--- src/rtl/fpu_issue_ctrl_if.sv ---
// Decode, FPU and writeback signals of the FP issue controller.
// The controller takes the slave view; the surrounding pipeline takes the master view.
interface fpu_issue_ctrl_if;
    // decode side
    logic        in_valid;
    logic        in_ready;
    logic [4:0]  in_op;
    logic [31:0] in_a;
    logic [31:0] in_b;
    logic [31:0] in_c;
    logic [4:0]  in_rd;
    logic        in_rd_fp;
    logic        flush;

    // FPU side
    logic [31:0] fpu_a;
    logic [31:0] fpu_b;
    logic [31:0] fpu_c;
    logic [4:0]  fpu_sel;
    logic        fpu_stall;
    logic [31:0] fpu_res;

    // writeback side
    logic        wb_valid;
    logic        wb_ready;
    logic [31:0] wb_data;
    logic [4:0]  wb_rd;
    logic        wb_rd_fp;
    logic        wb_timeout;
    logic [31:0] fp_pend;

    modport master (
        output in_valid, in_op, in_a, in_b, in_c, in_rd, in_rd_fp, flush,
               fpu_stall, fpu_res, wb_ready,
        input  in_ready, fpu_a, fpu_b, fpu_c, fpu_sel,
               wb_valid, wb_data, wb_rd, wb_rd_fp, wb_timeout, fp_pend
    );

    modport slave (
        input  in_valid, in_op, in_a, in_b, in_c, in_rd, in_rd_fp, flush,
               fpu_stall, fpu_res, wb_ready,
        output in_ready, fpu_a, fpu_b, fpu_c, fpu_sel,
               wb_valid, wb_data, wb_rd, wb_rd_fp, wb_timeout, fp_pend
    );
endinterface

--- src/rtl/fpu_issue_ctrl.sv ---
// Single-op issue/completion controller in front of the FPU execute block.
// Holds the op stable across FPU stalls, bounds stalls with a timeout and tracks pending FP dests.
module fpu_issue_ctrl #(
    parameter int unsigned TIMEOUT_CYC = 64,
    parameter int unsigned CNT_W       = 7,
    parameter logic [4:0]  IDLE_SEL    = 5'b11111,
    parameter logic [31:0] NAN_VAL     = 32'h7fc0_0000
) (
    input logic             g_clk,
    input logic             g_rst,
    fpu_issue_ctrl_if.slave bus
);

    typedef enum logic [2:0] {
        IDLE,
        ISSUE,
        WAIT,
        RESP,
        DRAIN
    } state_t;

    state_t state_q, state_d;

    logic [CNT_W-1:0] cnt_q;
    logic [31:0]      a_q, b_q, c_q;
    logic [31:0]      res_q;
    logic [31:0]      pend_q, pend_d, set_mask, clr_mask;
    logic [4:0]       sel_q, rd_q;
    logic             rd_fp_q;
    logic             timeout_q;
    logic             resp_pend_q;   // DRAIN is holding a timeout response for writeback

    logic accept, capture, time_out, pend_clr, drop;
    logic wait_limit;

    assign wait_limit = (cnt_q == CNT_W'(TIMEOUT_CYC - 1));

    always_ff @(posedge g_clk or negedge g_rst) begin
        // NOTE: sequential state uses non-blocking assignments so every register updates from pre-edge values.
        if (!g_rst) state_q <= IDLE;
        else        state_q <= state_d;
    end

    always_comb begin
        // NOTE: every output of this block gets a default first, so no path can infer a latch.
        state_d  = state_q;
        accept   = 1'b0;
        capture  = 1'b0;
        time_out = 1'b0;
        pend_clr = 1'b0;
        drop     = 1'b0;
        case (state_q)
            IDLE: begin
                if (bus.in_valid && !bus.flush) begin
                    accept  = 1'b1;
                    state_d = ISSUE;
                end
            end
            ISSUE, WAIT: begin
                if (bus.flush) begin
                    pend_clr = 1'b1;
                    state_d  = bus.fpu_stall ? DRAIN : IDLE;
                end else if (!bus.fpu_stall) begin
                    capture = 1'b1;
                    state_d = RESP;
                end else if (state_q == ISSUE) begin
                    state_d = WAIT;
                end else if (wait_limit) begin
                    time_out = 1'b1;
                    state_d  = DRAIN;
                end
            end
            RESP: begin
                // flush and handshake both retire the op; only the handshake delivers it
                if (bus.flush || bus.wb_ready) begin
                    pend_clr = 1'b1;
                    state_d  = IDLE;
                end
            end
            DRAIN: begin
                if (bus.flush && resp_pend_q) begin
                    drop     = 1'b1;
                    pend_clr = 1'b1;
                end
                if (!bus.fpu_stall) begin
                    state_d = (resp_pend_q && !bus.flush) ? RESP : IDLE;
                end
            end
            default: state_d = IDLE;
        endcase
    end

    // Clear wins over set; with one op in flight they never target the same bit anyway.
    always_comb begin
        set_mask = '0;
        clr_mask = '0;
        if (accept && bus.in_rd_fp) set_mask[bus.in_rd] = 1'b1;
        if (pend_clr && rd_fp_q)    clr_mask[rd_q]      = 1'b1;
        pend_d = (pend_q | set_mask) & ~clr_mask;
    end

    always_ff @(posedge g_clk or negedge g_rst) begin
        if (!g_rst) begin
            a_q         <= '0;
            b_q         <= '0;
            c_q         <= '0;
            sel_q       <= IDLE_SEL;
            rd_q        <= '0;
            rd_fp_q     <= 1'b0;
            res_q       <= '0;
            pend_q      <= '0;
            cnt_q       <= '0;
            timeout_q   <= 1'b0;
            resp_pend_q <= 1'b0;
        end else begin
            pend_q <= pend_d;

            if (accept) begin
                a_q     <= bus.in_a;
                b_q     <= bus.in_b;
                c_q     <= bus.in_c;
                sel_q   <= bus.in_op;
                rd_q    <= bus.in_rd;
                rd_fp_q <= bus.in_rd_fp;
            end else if (state_d == IDLE || state_d == RESP) begin
                sel_q <= IDLE_SEL;
            end

            if (state_q == ISSUE)     cnt_q <= '0;
            else if (state_q == WAIT) cnt_q <= cnt_q + CNT_W'(1);

            if (capture)       res_q <= bus.fpu_res;
            else if (time_out) res_q <= NAN_VAL;

            if (time_out)              timeout_q <= 1'b1;
            else if (state_d == IDLE)  timeout_q <= 1'b0;

            if (time_out) begin
                resp_pend_q <= 1'b1;
            end else if (drop || (state_q == DRAIN && !bus.fpu_stall)) begin
                resp_pend_q <= 1'b0;
            end
        end
    end

    assign bus.in_ready   = (state_q == IDLE) && !bus.flush;
    assign bus.fpu_a      = a_q;
    assign bus.fpu_b      = b_q;
    assign bus.fpu_c      = c_q;
    assign bus.fpu_sel    = sel_q;
    assign bus.wb_valid   = (state_q == RESP);
    assign bus.wb_data    = res_q;
    assign bus.wb_rd      = rd_q;
    assign bus.wb_rd_fp   = rd_fp_q;
    assign bus.wb_timeout = timeout_q;
    assign bus.fp_pend    = pend_q;

endmodule
--- src/flat_wrapper.sv ---
// flat-port wrapper written by rule: the top's interface ports become plain ports
module fpu_issue_ctrl_flat 
#(
    parameter int unsigned TIMEOUT_CYC = 64,
    parameter int unsigned CNT_W       = 7,
    parameter logic [4:0]  IDLE_SEL    = 5'b11111,
    parameter logic [31:0] NAN_VAL     = 32'h7fc0_0000
)
  (g_clk, g_rst, bus_in_valid, bus_in_op, bus_in_a, bus_in_b, bus_in_c, bus_in_rd, bus_in_rd_fp, bus_flush, bus_fpu_stall, bus_fpu_res, bus_wb_ready, bus_in_ready, bus_fpu_a, bus_fpu_b, bus_fpu_c, bus_fpu_sel, bus_wb_valid, bus_wb_data, bus_wb_rd, bus_wb_rd_fp, bus_wb_timeout, bus_fp_pend);
  fpu_issue_ctrl_if bus_i ();
  input logic g_clk;
  input logic g_rst;
  input wire logic [$bits(bus_i.in_valid)-1:0] bus_in_valid;
  input wire logic [$bits(bus_i.in_op)-1:0] bus_in_op;
  input wire logic [$bits(bus_i.in_a)-1:0] bus_in_a;
  input wire logic [$bits(bus_i.in_b)-1:0] bus_in_b;
  input wire logic [$bits(bus_i.in_c)-1:0] bus_in_c;
  input wire logic [$bits(bus_i.in_rd)-1:0] bus_in_rd;
  input wire logic [$bits(bus_i.in_rd_fp)-1:0] bus_in_rd_fp;
  input wire logic [$bits(bus_i.flush)-1:0] bus_flush;
  input wire logic [$bits(bus_i.fpu_stall)-1:0] bus_fpu_stall;
  input wire logic [$bits(bus_i.fpu_res)-1:0] bus_fpu_res;
  input wire logic [$bits(bus_i.wb_ready)-1:0] bus_wb_ready;
  output wire logic [$bits(bus_i.in_ready)-1:0] bus_in_ready;
  output wire logic [$bits(bus_i.fpu_a)-1:0] bus_fpu_a;
  output wire logic [$bits(bus_i.fpu_b)-1:0] bus_fpu_b;
  output wire logic [$bits(bus_i.fpu_c)-1:0] bus_fpu_c;
  output wire logic [$bits(bus_i.fpu_sel)-1:0] bus_fpu_sel;
  output wire logic [$bits(bus_i.wb_valid)-1:0] bus_wb_valid;
  output wire logic [$bits(bus_i.wb_data)-1:0] bus_wb_data;
  output wire logic [$bits(bus_i.wb_rd)-1:0] bus_wb_rd;
  output wire logic [$bits(bus_i.wb_rd_fp)-1:0] bus_wb_rd_fp;
  output wire logic [$bits(bus_i.wb_timeout)-1:0] bus_wb_timeout;
  output wire logic [$bits(bus_i.fp_pend)-1:0] bus_fp_pend;
  assign bus_i.in_valid = bus_in_valid;
  assign bus_i.in_op = bus_in_op;
  assign bus_i.in_a = bus_in_a;
  assign bus_i.in_b = bus_in_b;
  assign bus_i.in_c = bus_in_c;
  assign bus_i.in_rd = bus_in_rd;
  assign bus_i.in_rd_fp = bus_in_rd_fp;
  assign bus_i.flush = bus_flush;
  assign bus_i.fpu_stall = bus_fpu_stall;
  assign bus_i.fpu_res = bus_fpu_res;
  assign bus_i.wb_ready = bus_wb_ready;
  assign bus_in_ready = bus_i.in_ready;
  assign bus_fpu_a = bus_i.fpu_a;
  assign bus_fpu_b = bus_i.fpu_b;
  assign bus_fpu_c = bus_i.fpu_c;
  assign bus_fpu_sel = bus_i.fpu_sel;
  assign bus_wb_valid = bus_i.wb_valid;
  assign bus_wb_data = bus_i.wb_data;
  assign bus_wb_rd = bus_i.wb_rd;
  assign bus_wb_rd_fp = bus_i.wb_rd_fp;
  assign bus_wb_timeout = bus_i.wb_timeout;
  assign bus_fp_pend = bus_i.fp_pend;
  fpu_issue_ctrl #(.TIMEOUT_CYC(TIMEOUT_CYC), .CNT_W(CNT_W), .IDLE_SEL(IDLE_SEL), .NAN_VAL(NAN_VAL)) u_core (.g_clk(g_clk), .g_rst(g_rst), .bus(bus_i));
endmodule
--- config.mk ---
export PLATFORM = sky130hd
export DESIGN_NAME = fpu_issue_ctrl_flat
export DESIGN_NICKNAME = d
export VERILOG_FILES = /design/src/rtl/fpu_issue_ctrl_if.sv /design/src/rtl/fpu_issue_ctrl.sv /design/src/flat_wrapper.sv
export SDC_FILE = /design/constraint.sdc
export NUM_CORES = 1
export LEC_CHECK = 0
export ABC_AREA = 1
export BUFFER_PORTS_ARGS = -buffer_cell sky130_fd_sc_hd__clkbuf_2
export CORE_MARGIN = 2
export CORE_UTILIZATION = 50
export CTS_CLUSTER_SIZE = 12
export DETAILED_ROUTE_END_ITERATION = 8
export MAX_ROUTING_LAYER = met4
export PLACE_DENSITY = 0.88
export SLEW_MARGIN = 40
export SYNTH_ARGS = -nofsm -noshare
export SYNTH_HDL_FRONTEND = slang
export SYNTH_SLANG_ARGS = --single-unit
--- constraint.sdc ---
create_clock -name g_clk -period 4.9 [get_ports g_clk]
set_clock_uncertainty 0.15 [all_clocks]
set_input_delay 1.225 -clock g_clk [delete_from_list [all_inputs] [get_ports g_clk]]
set_output_delay 1.225 -clock g_clk [all_outputs]
set_load 0.02 [all_outputs]
* Yosys cells after proc, flatten, opt, wreduce, memory -nomap -nowiden
Index checks and enable logic that the tools add are counted.
** Operators by class
- Equality and inequality tests :: 6
- Reduce and logical (&&, ||, !) cells :: 22
- Bitwise gates (word level) :: 3
- Mux-type cells :: 41
- $add $sub $neg :: 1
- $lt $le $gt $ge :: 4
** Operator list (count)
- $mux 32 :: 4
- $and 32x32->32 :: 1
- $not 32->32 :: 1
- $or 32x32->32 :: 1
- $mux 3 :: 8
- $mux 1 :: 20
- $mux 7 :: 2
- $lt 5x6->1 const B :: 2
- $pmux 3 s4 :: 1
- $demux 1 s5 :: 2
- $ge 5x1->1 const B :: 2
- $mux 5 :: 2
- $reduce_bool 2->1 :: 5
- $eq 3x2->1 const B :: 3
- $logic_and 1x1->1 :: 9
- $add 7x1->7 const B :: 1
- $eq 7x6->1 const B :: 1
- $logic_not 3->1 :: 2
- $eq 3x1->1 const B :: 1
- $eq 3x3->1 const B :: 1
- $logic_or 1x1->1 :: 3
- $pmux 1 s3 :: 1
- $logic_not 1->1 :: 2
- $mux 2 :: 1
- $reduce_or 2->1 :: 1
** Storage, ports and cells
- Word-level logic and storage cells :: 89
- Register bits after elaboration :: 183
- Input port bits :: 145
- Output and inout bits :: 174

* Depth between registers and ports, before layout
Gate-level depths: netlist of the first run.
- Depth after elaboration :: 10
- Gate-level depth with buffers :: 12
- Gate-level depth less buffers :: 12

* Worst setup path after synthesis of the first run
No wires, ideal clock.
- Path kind :: input-to-output
- Start :: input port bus_flush
- End :: output port bus_in_ready
- Arrival :: 1.518 ns
- Data required time :: 3.525 ns
- Slack :: 2.007 ns
- Stages :: 1
- Buffers on the path :: 0
- Path through :: nor2_1
** Between the ends
- Longest elaborated chain between the ends :: 2
** RTL lines
- from (decl) :: RTL line flat_wrapper.sv:20 : input wire logic [$bits(bus_i.flush)-1:0] bus_flush;
- $logic_not 1->1 :: RTL line fpu_issue_ctrl.sv:146 : assign bus.in_ready = (state_q == IDLE) && !bus.flush;
- $logic_and 1x1->1 :: RTL line fpu_issue_ctrl.sv:146
- to (decl) :: RTL line flat_wrapper.sv:24 : output wire logic [$bits(bus_i.in_ready)-1:0] bus_in_ready;
No other way between the ends.

* Worst setup path after layout of the first run
- Start :: input port bus_flush
- End :: register u_core.pend_q[28] (netlist: u_core.bus.fp_pend[28])
** Between the ends
- Longest elaborated chain between the ends :: 8
- Elaborated cells on any way between the ends :: 17
- Classes of those cells :: mux (8); bitwise (3); reduce/logical (6)
** RTL lines
- $logic_not 1->1 :: RTL line fpu_issue_ctrl.sv:54 : if (bus.in_valid && !bus.flush) begin
- $logic_and 1x1->1 :: RTL line fpu_issue_ctrl.sv:54
- $mux 1 :: RTL line fpu_issue_ctrl.sv:54
- $mux 1 :: RTL line fpu_issue_ctrl.sv:52 : case (state_q)
- $logic_and 1x1->1 :: RTL line fpu_issue_ctrl.sv:97 : if (accept && bus.in_rd_fp) set_mask[bus.in_rd] = 1'b1;
- $mux 32 :: RTL line fpu_issue_ctrl.sv:97
- $or 32x32->32 :: RTL line fpu_issue_ctrl.sv:99 : pend_d = (pend_q | set_mask) & ~clr_mask;
- $and 32x32->32 * :: RTL line fpu_issue_ctrl.sv:99
- net u_core.pend_d[28] :: RTL line fpu_issue_ctrl.sv:27 : logic [31:0] pend_q, pend_d, set_mask, clr_mask;
- to (signal assigned) :: RTL line fpu_issue_ctrl.sv:116 : pend_q <= pend_d;
- to (decl) :: RTL line fpu_issue_ctrl.sv:27
Mark *: on every way through the listed nets, which the timed path passes. The rest lies on a longest branch.
A chain may end at the register's enable or synchronous reset.

==> results of run 1 <==
-- registers in the layout (all words and copies together), names as in the netlist --
| register | count |
|---|---|
| u_core.bus.fp_pend | 32 |
| u_core.cnt_q | 7 |
| u_core.bus.fpu_sel | 5 |
| u_core.bus.wb_data | 32 |
| u_core.bus.wb_timeout | 1 |
| u_core.bus.wb_rd | 5 |
| u_core.bus.fpu_b | 32 |
| u_core.bus.fpu_c | 32 |
| u_core.state_q | 3 |
| u_core.bus.fpu_a | 32 |
| u_core.resp_pend_q | 1 |
| u_core.bus.wb_rd_fp | 1 |
-- cells in the final DEF, fill, tap and decap left out, types with 8 or more instances in the layout --
cell,synthesis,routed
o21ai_0,26,26
o21ai_1,8,8
dfrtp_1,178,178
nor3_1,8,8
nand3_1,35,35
o22a_1,9,9
nand2_1,375,375
o22ai_1,32,32
clkbuf_2,0,317
clkbuf_16,0,17
nor2_1,54,54
inv_1,87,87
-- layout make-up --
class / count / area [µm²]
clock buffers: 19 / 453
multi-input cells: 582 / 2560
inverters: 92 / 347
clock inverters: 13 / 216
repair buffers: 324 / 1660
fillers: 1226 / 5040
flip-flops and latches: 183 / 4590
well taps: 188 / 235
-- worst reg2reg max path: cells and delay by family, from the launching register on --
kind	cells	cell delay (ns)
AOI/OAI and AO/OA	1	0.09
DFF	1	0.45
buffers and inverters	4	1.20
and+or+nand+nor	5	1.01
-- power breakdown --
group          total [mW]  internal (mW)  switching, mW
registers            2.55           2.14          0.409
clock network        1.54          0.941          0.596
logic                2.62          0.812           1.81
total                6.71           3.90           2.81
-- how the worst max path moves through the flow --
stage	start	endpoint	slack [ns]	depth (start not counted)
global placement	bus_flush	u_core.bus.fp_pend[29]	1.20	11
CTS	bus_flush	u_core.bus.fp_pend[31]	1.57	11
finish	bus_flush	u_core.bus.fp_pend[28]	1.50	11
global route	bus_flush	u_core.bus.fp_pend[29]	1.29	11
detailed placement	bus_flush	u_core.bus.fp_pend[31]	1.12	11
floorplan	bus_flush	bus_in_ready	2.01	1
-- stage by stage --
stage / worst slack (ns) / cell area [µm²] / instances / total power [mW] / hold WS [ns]
after floorplan: 2.01 / 7670 / 890 / 4.16 / 0.328
after global placement: 1.20 / 9380 / 1369 / 5.09 / 0.303
after detailed placement: 1.12 / 9380 / 1369 / 5.18 / 0.308
after CTS: 1.57 / 10100 / 1401 / 6.74 / 0.324
after global routing: 1.29 / 10100 / 1401 / 7.11 / 0.344
final: 1.50 / 10100 / 1401 / 6.71 / 0.322
-- routing by layer --
| layer | part of all wire | global-route usage | routed length (µm) | up-vias |
|---|---|---|---|---|
| met5 | 0 | - | 0 | - |
| met4 | 0.024 | 0.0821 | 488 | 0 |
| met3 | 0.068 | 0.0547 | 1410 | 42 |
| met2 | 0.49 | 0.420 | 10200 | 327 |
| met1 | 0.41 | 0.330 | 8570 | 3320 |
| li1 | - | - | - | 3392 |
-- kinds of logic (layout without fill, tap and decap cells) --
| logic type | Yosys count | in the layout | share of synthesized area |
|---|---|---|---|
| AO/OA/AOI/OAI | 81 | 81 | 0.0641 |
| adder cells (fa/ha/maj) | 1 | 1 | 0.00163 |
| buffers and inverters | 125 | 448 | 0.0685 |
| flip-flops | 183 | 183 | 0.598 |
| multiplexers | 1 | 1 | 0.00130 |
| AND/OR/NAND/NOR | 499 | 499 | 0.267 |
==> flow_summary.json, run 1 <==
{
  "outcome": "completed",
  "diodes": 0,
  "crit_type": "in -> reg",
  "placeableCoreArea_mm2": 0.0151,
  "max-clock-path-buffers": 2,
  "final_util": 0.666,
  "cap_violations": 0,
  "hold_path.class": "reg -> reg",
  "grt_max_degree": 78,
  "wl_mm": 20.7,
  "worstPathArrival_ns": 3.62,
  "synth_top_cell_by_area": "dfrtp_1",
  "cts_made_buffers": 17,
  "wire_per_inst_um": 14.8,
  "critPathTopFamily": "buffers and inverters",
  "ys.flop_type": "dfrtp_1",
  "period_share": 0.694,
  "worstHoldEndpoint": "u_core.bus.fpu_a[0]",
  "grt_pass1_vias": 6488,
  "via_count": 7081,
  "critPathSlowestCell": "clkinv_2",
  "io_buffer_count": 318,
  "critPathMaxFanout": 45,
  "path_cells": "clkbuf_2, inv_2, nand2_1, nor2_4, buf_4, clkinv_2, nor2_4, nand2_1, nor2_1, o22ai_1, inv_1",
  "io_pins": 319,
  "rr_worst_depth": 10,
  "drive_gt1_frac": 0.318,
  "syn_inst": 890,
  "clock-sinks": 183,
  "final-setup-viol-count": 0,
  "grt_antenna_before_repair": 0,
  "synth_cell_types": 34,
  "critPathCaptureType": "register",
  "hold_path.startpoint": "u_core.bus.fpu_a[0]",
  "ir_worst_vdd_mv": 0.360,
  "holdPathStages": 2,
  "gr-total-overflow": 0,
  "netlist_area_mm2": 0.00767,
  "route.detailed.drc": 0,
  "cts_tree": "done",
  "critPathLaunchType": "input pin",
  "cts_htree_levels": 4,
  "dieArea_mm2": 0.0164,
  "relSlewSlack": 0.499,
  "worstPathRequired_ns": 5.12,
  "routed_via_density": 5.05,
  "ys_ff_latch": 183,
  "rsz0062_at_grt": "no",
  "track_usage": 0.259,
  "drt_first_iter_violations": 523,
  "synth_warnings": 0,
  "ant_nets": 0,
  "dr.pass1.iters": 6,
  "r2r_slack_ns": 1.95,
  "postCtsHoldBufs": 0,
  "synth.most_common_cell": "nand2_1",
  "gp_congestion": 0.901,
  "tightest_slew_ns": 0.749,
  "setup_tns_ns": 0,
  "cpPeakStageDelay_ns": 0.63,
  "yosys.area.top_type_share": 0.581,
  "yosysSeqAreaShare": 0.598,
  "post-dp-hpwl_mm": 14.6,
  "reg2reg_to": "u_core.bus.fp_pend[28]",
  "power.leakage_nw": 5.87,
  "yosys-top-cells-area": "dfrtp_1, nand2_1, inv_1",
  "clock-root-buffer": "clkbuf_16",
  "syn_nets": 1036,
  "worstSkewPairLatency_ns": 0.42,
  "max_freq_mhz": 294,
  "ctsResizeCount": 0,
  "area_growth_syn_to_layout_pct": 31.0,
  "powerDensity_mw_per_mm2": 667,
  "synth_commonest_cells": "nand2_1, dfrtp_1, inv_1",
  "start_util": 0.508,
  "r2r_start": "u_core.state_q[0]",
  "hold_viol": 0,
  "post-route-min-period_ns": 3.40,
  "die_w_um": 128,
  "grt_pass1_wl_mm": 32.3,
  "synth.avg_cell_area_um2": 8.62,
  "synth-edff-count": 0,
  "async_flop_share": 1.00,
  "die_y_um": 128,
  "path_buf_inv": 5,
  "num_rows": 45,
  "postCtsSetupRepairBufs": 0,
  "nets": 1346,
  "slew_violations": 0,
  "clk_pin_slew_ns": 0.07
}
Note: power is estimated with default switching activity, not from simulation.
==> run 2, diff against run 1 <==
--- a/config.mk
+++ b/config.mk
@@ -8,11 +8,11 @@
 export ABC_AREA = 1
 export BUFFER_PORTS_ARGS = -buffer_cell sky130_fd_sc_hd__clkbuf_2
 export CORE_MARGIN = 2
-export CORE_UTILIZATION = 50
+export CORE_UTILIZATION = 48
 export CTS_CLUSTER_SIZE = 12
 export DETAILED_ROUTE_END_ITERATION = 8
 export MAX_ROUTING_LAYER = met4
-export PLACE_DENSITY = 0.88
+export PLACE_DENSITY = 0.85
 export SLEW_MARGIN = 40
 export SYNTH_ARGS = -nofsm -noshare
 export SYNTH_HDL_FRONTEND = slang
==> constraint.sdc (replaced) <==
create_clock -name g_clk -period 3.5 [get_ports g_clk]
set_clock_uncertainty 0.15 [all_clocks]
set_input_delay 0.875 -clock g_clk [delete_from_list [all_inputs] [get_ports g_clk]]
set_output_delay 0.875 -clock g_clk [all_outputs]
set_load 0.02 [all_outputs]
==> flow_summary.json, run 2 (synthesis results as in run 1) <==
{
  "hold_path.class": "in -> async",
  "drt_first_iter_violations": 450,
  "powerDensity_mw_per_mm2": 929,
  "cts_made_buffers": 17,
  "reg2reg_to": "u_core.bus.wb_data[29]",
  "max-clock-path-buffers": 2,
  "swShare": 0.415,
  "netSwitchingPower_mw": 3.90,
  "crit_type": "reg -> out",
  "period_share": 0.691,
  "io_pins": 319,
  "ir_worst_vdd_mv": 0.437,
  "cap_violations": 0,
  "num_rows": 46,
  "tightest_slew_ns": 0.684,
  "diodes": 0,
  "gp_congestion": 0.886,
  "drive_gt1_frac": 0.319,
  "post-route-min-period_ns": 2.42,
  "rr_worst_depth": 8,
  "nets": 1349,
  "layout_common_cells": "nand2_1, clkbuf_2, dfrtp_1",
  "power.internal_mw": 5.49,
  "setup_tns_ns": 0,
  "power.leakage_nw": 5.89,
  "critPathLaunchType": "register",
  "ctsResizeCount": 0,
  "die_y_um": 130,
  "worstPathArrival_ns": 1.39,
  "hold_viol": 0,
  "wire_per_inst_um": 14.4,
  "rsz0062_at_grt": "no",
  "area_growth_syn_to_layout_pct": 31.8,
  "cpPeakStageDelay_ns": 0.39,
  "worstPathRequired_ns": 2.47,
  "comb_power_share": 0.391,
  "post-dp-hpwl_mm": 15.1,
  "ant_nets": 0,
  "grt_pass1_wl_mm": 31.2,
  "route.detailed.drc": 0,
  "postCtsSetupRepairBufs": 0,
  "clock-root-buffer": "clkbuf_16",
  "setup_slack_ns": 1.08,
  "path_buf_inv": 2,
  "io_buffer_count": 318,
  "finalPower_mw": 9.39,
  "clk_pin_slew_ns": 0.07,
  "outcome": "completed",
  "via_count": 7012,
  "grt_max_degree": 67,
  "placeableCoreArea_mm2": 0.0158,
  "critPathMaxFanout": 7,
  "layout_commonest_cell": "nand2_1",
  "max_freq_mhz": 414,
  "critPathCaptureType": "primary output",
  "r2r_slack_ns": 1.23,
  "critPathSlowestCell": "dfrtp_1",
  "cts_htree_levels": 4,
  "grt_antenna_before_repair": 0,
  "critPathTopFamily": "flip-flops",
  "cts_tree": "done",
  "worstSkewPairLatency_ns": 0.42,
  "fillers": 1333,
  "slew_violations": 0,
  "dr.pass1.iters": 6,
  "r2r_start": "u_core.cnt_q[0]",
  "pwr-share-clk": 0.233,
  "start_util": 0.487,
  "final_util": 0.641,
  "final-setup-viol-count": 0,
  "dieArea_mm2": 0.0170,
  "postCtsHoldBufs": 0,
  "clock-sinks": 183,
  "path_cells": "inv_2, nand3_2, nor2_1, clkbuf_2",
  "wl_mm": 20.7,
  "relSlewSlack": 0.542,
  "grt_pass1_vias": 6401,
  "track_usage": 0.242,
  "power_frac_seq": 0.377,
  "gr-total-overflow": 0,
  "die_w_um": 130,
  "place_ws_ns": 0.732,
  "routed_via_density": 4.90
}
==> run 2: cell count changes in the layout (fill, tap and decap cells not counted) <==
cell        delta
clkbuf_8       -2
clkinv_2       +2
buf_4          +3
clkinvlp_4     -2
clkbuf_1       +1
bufinv_16      +1
==> run 2: routing by layer <==
metal  global-route usage  share of wire
met1                0.301           0.41
met5                    -              0
met4               0.0895          0.027
met2                0.395           0.50
met3               0.0493          0.071
==> run 2: worst max path at each step <==
stage                 startpoint                endpoint  slack, ns  depth (start not counted)
2_1_floorplan          bus_flush            bus_in_ready       1.31                          1
3_3_place_gp           bus_flush  u_core.bus.fp_pend[23]       0.76                          9
3_5_place_dp           bus_flush  u_core.bus.fp_pend[23]       0.73                          9
4_1_cts        u_core.state_q[2]            bus_in_ready       1.07                          4
5_1_grt                bus_flush   u_core.bus.fp_pend[7]       0.95                          9
6_report       u_core.state_q[2]            bus_in_ready       1.08                          4
==> run 2: power by group through the flow <==
| stage | registers (mW) | logic, mW | clock network [mW] |
|---|---|---|---|
| global placement | 3.52 | 3.60 | 0 |
| detailed placement | 3.55 | 3.70 | 0 |
| floorplan | 4.54 | 1.27 | 0 |
| CTS | 3.53 | 3.70 | 2.21 |
| global route | 3.64 | 4.02 | 2.29 |
| finish | 3.54 | 3.67 | 2.18 |
==> run 2: area by class of cell <==
cell class / count / area [µm²] / area share
flip-flops and latches: 183 / 4590 / 0.453
clock buffers: 18 / 429 / 0.0424
clock inverters: 14 / 241 / 0.0239
repair buffers: 327 / 1680 / 0.166
well taps: 216 / 270 / 0.0267
inverters: 92 / 347 / 0.0343
multi-input cells: 582 / 2560 / 0.253
==> run 2: metrics by stage <==
step	hold WS [ns]	instance area [µm²]	instances
6_report	0.255	10100	1432
5_1_grt	0.312	10100	1432
4_1_cts	0.290	10100	1432
3_5_place_dp	0.307	9440	1400
3_3_place_gp	0.304	9440	1400
2_1_floorplan	0.328	7670	890
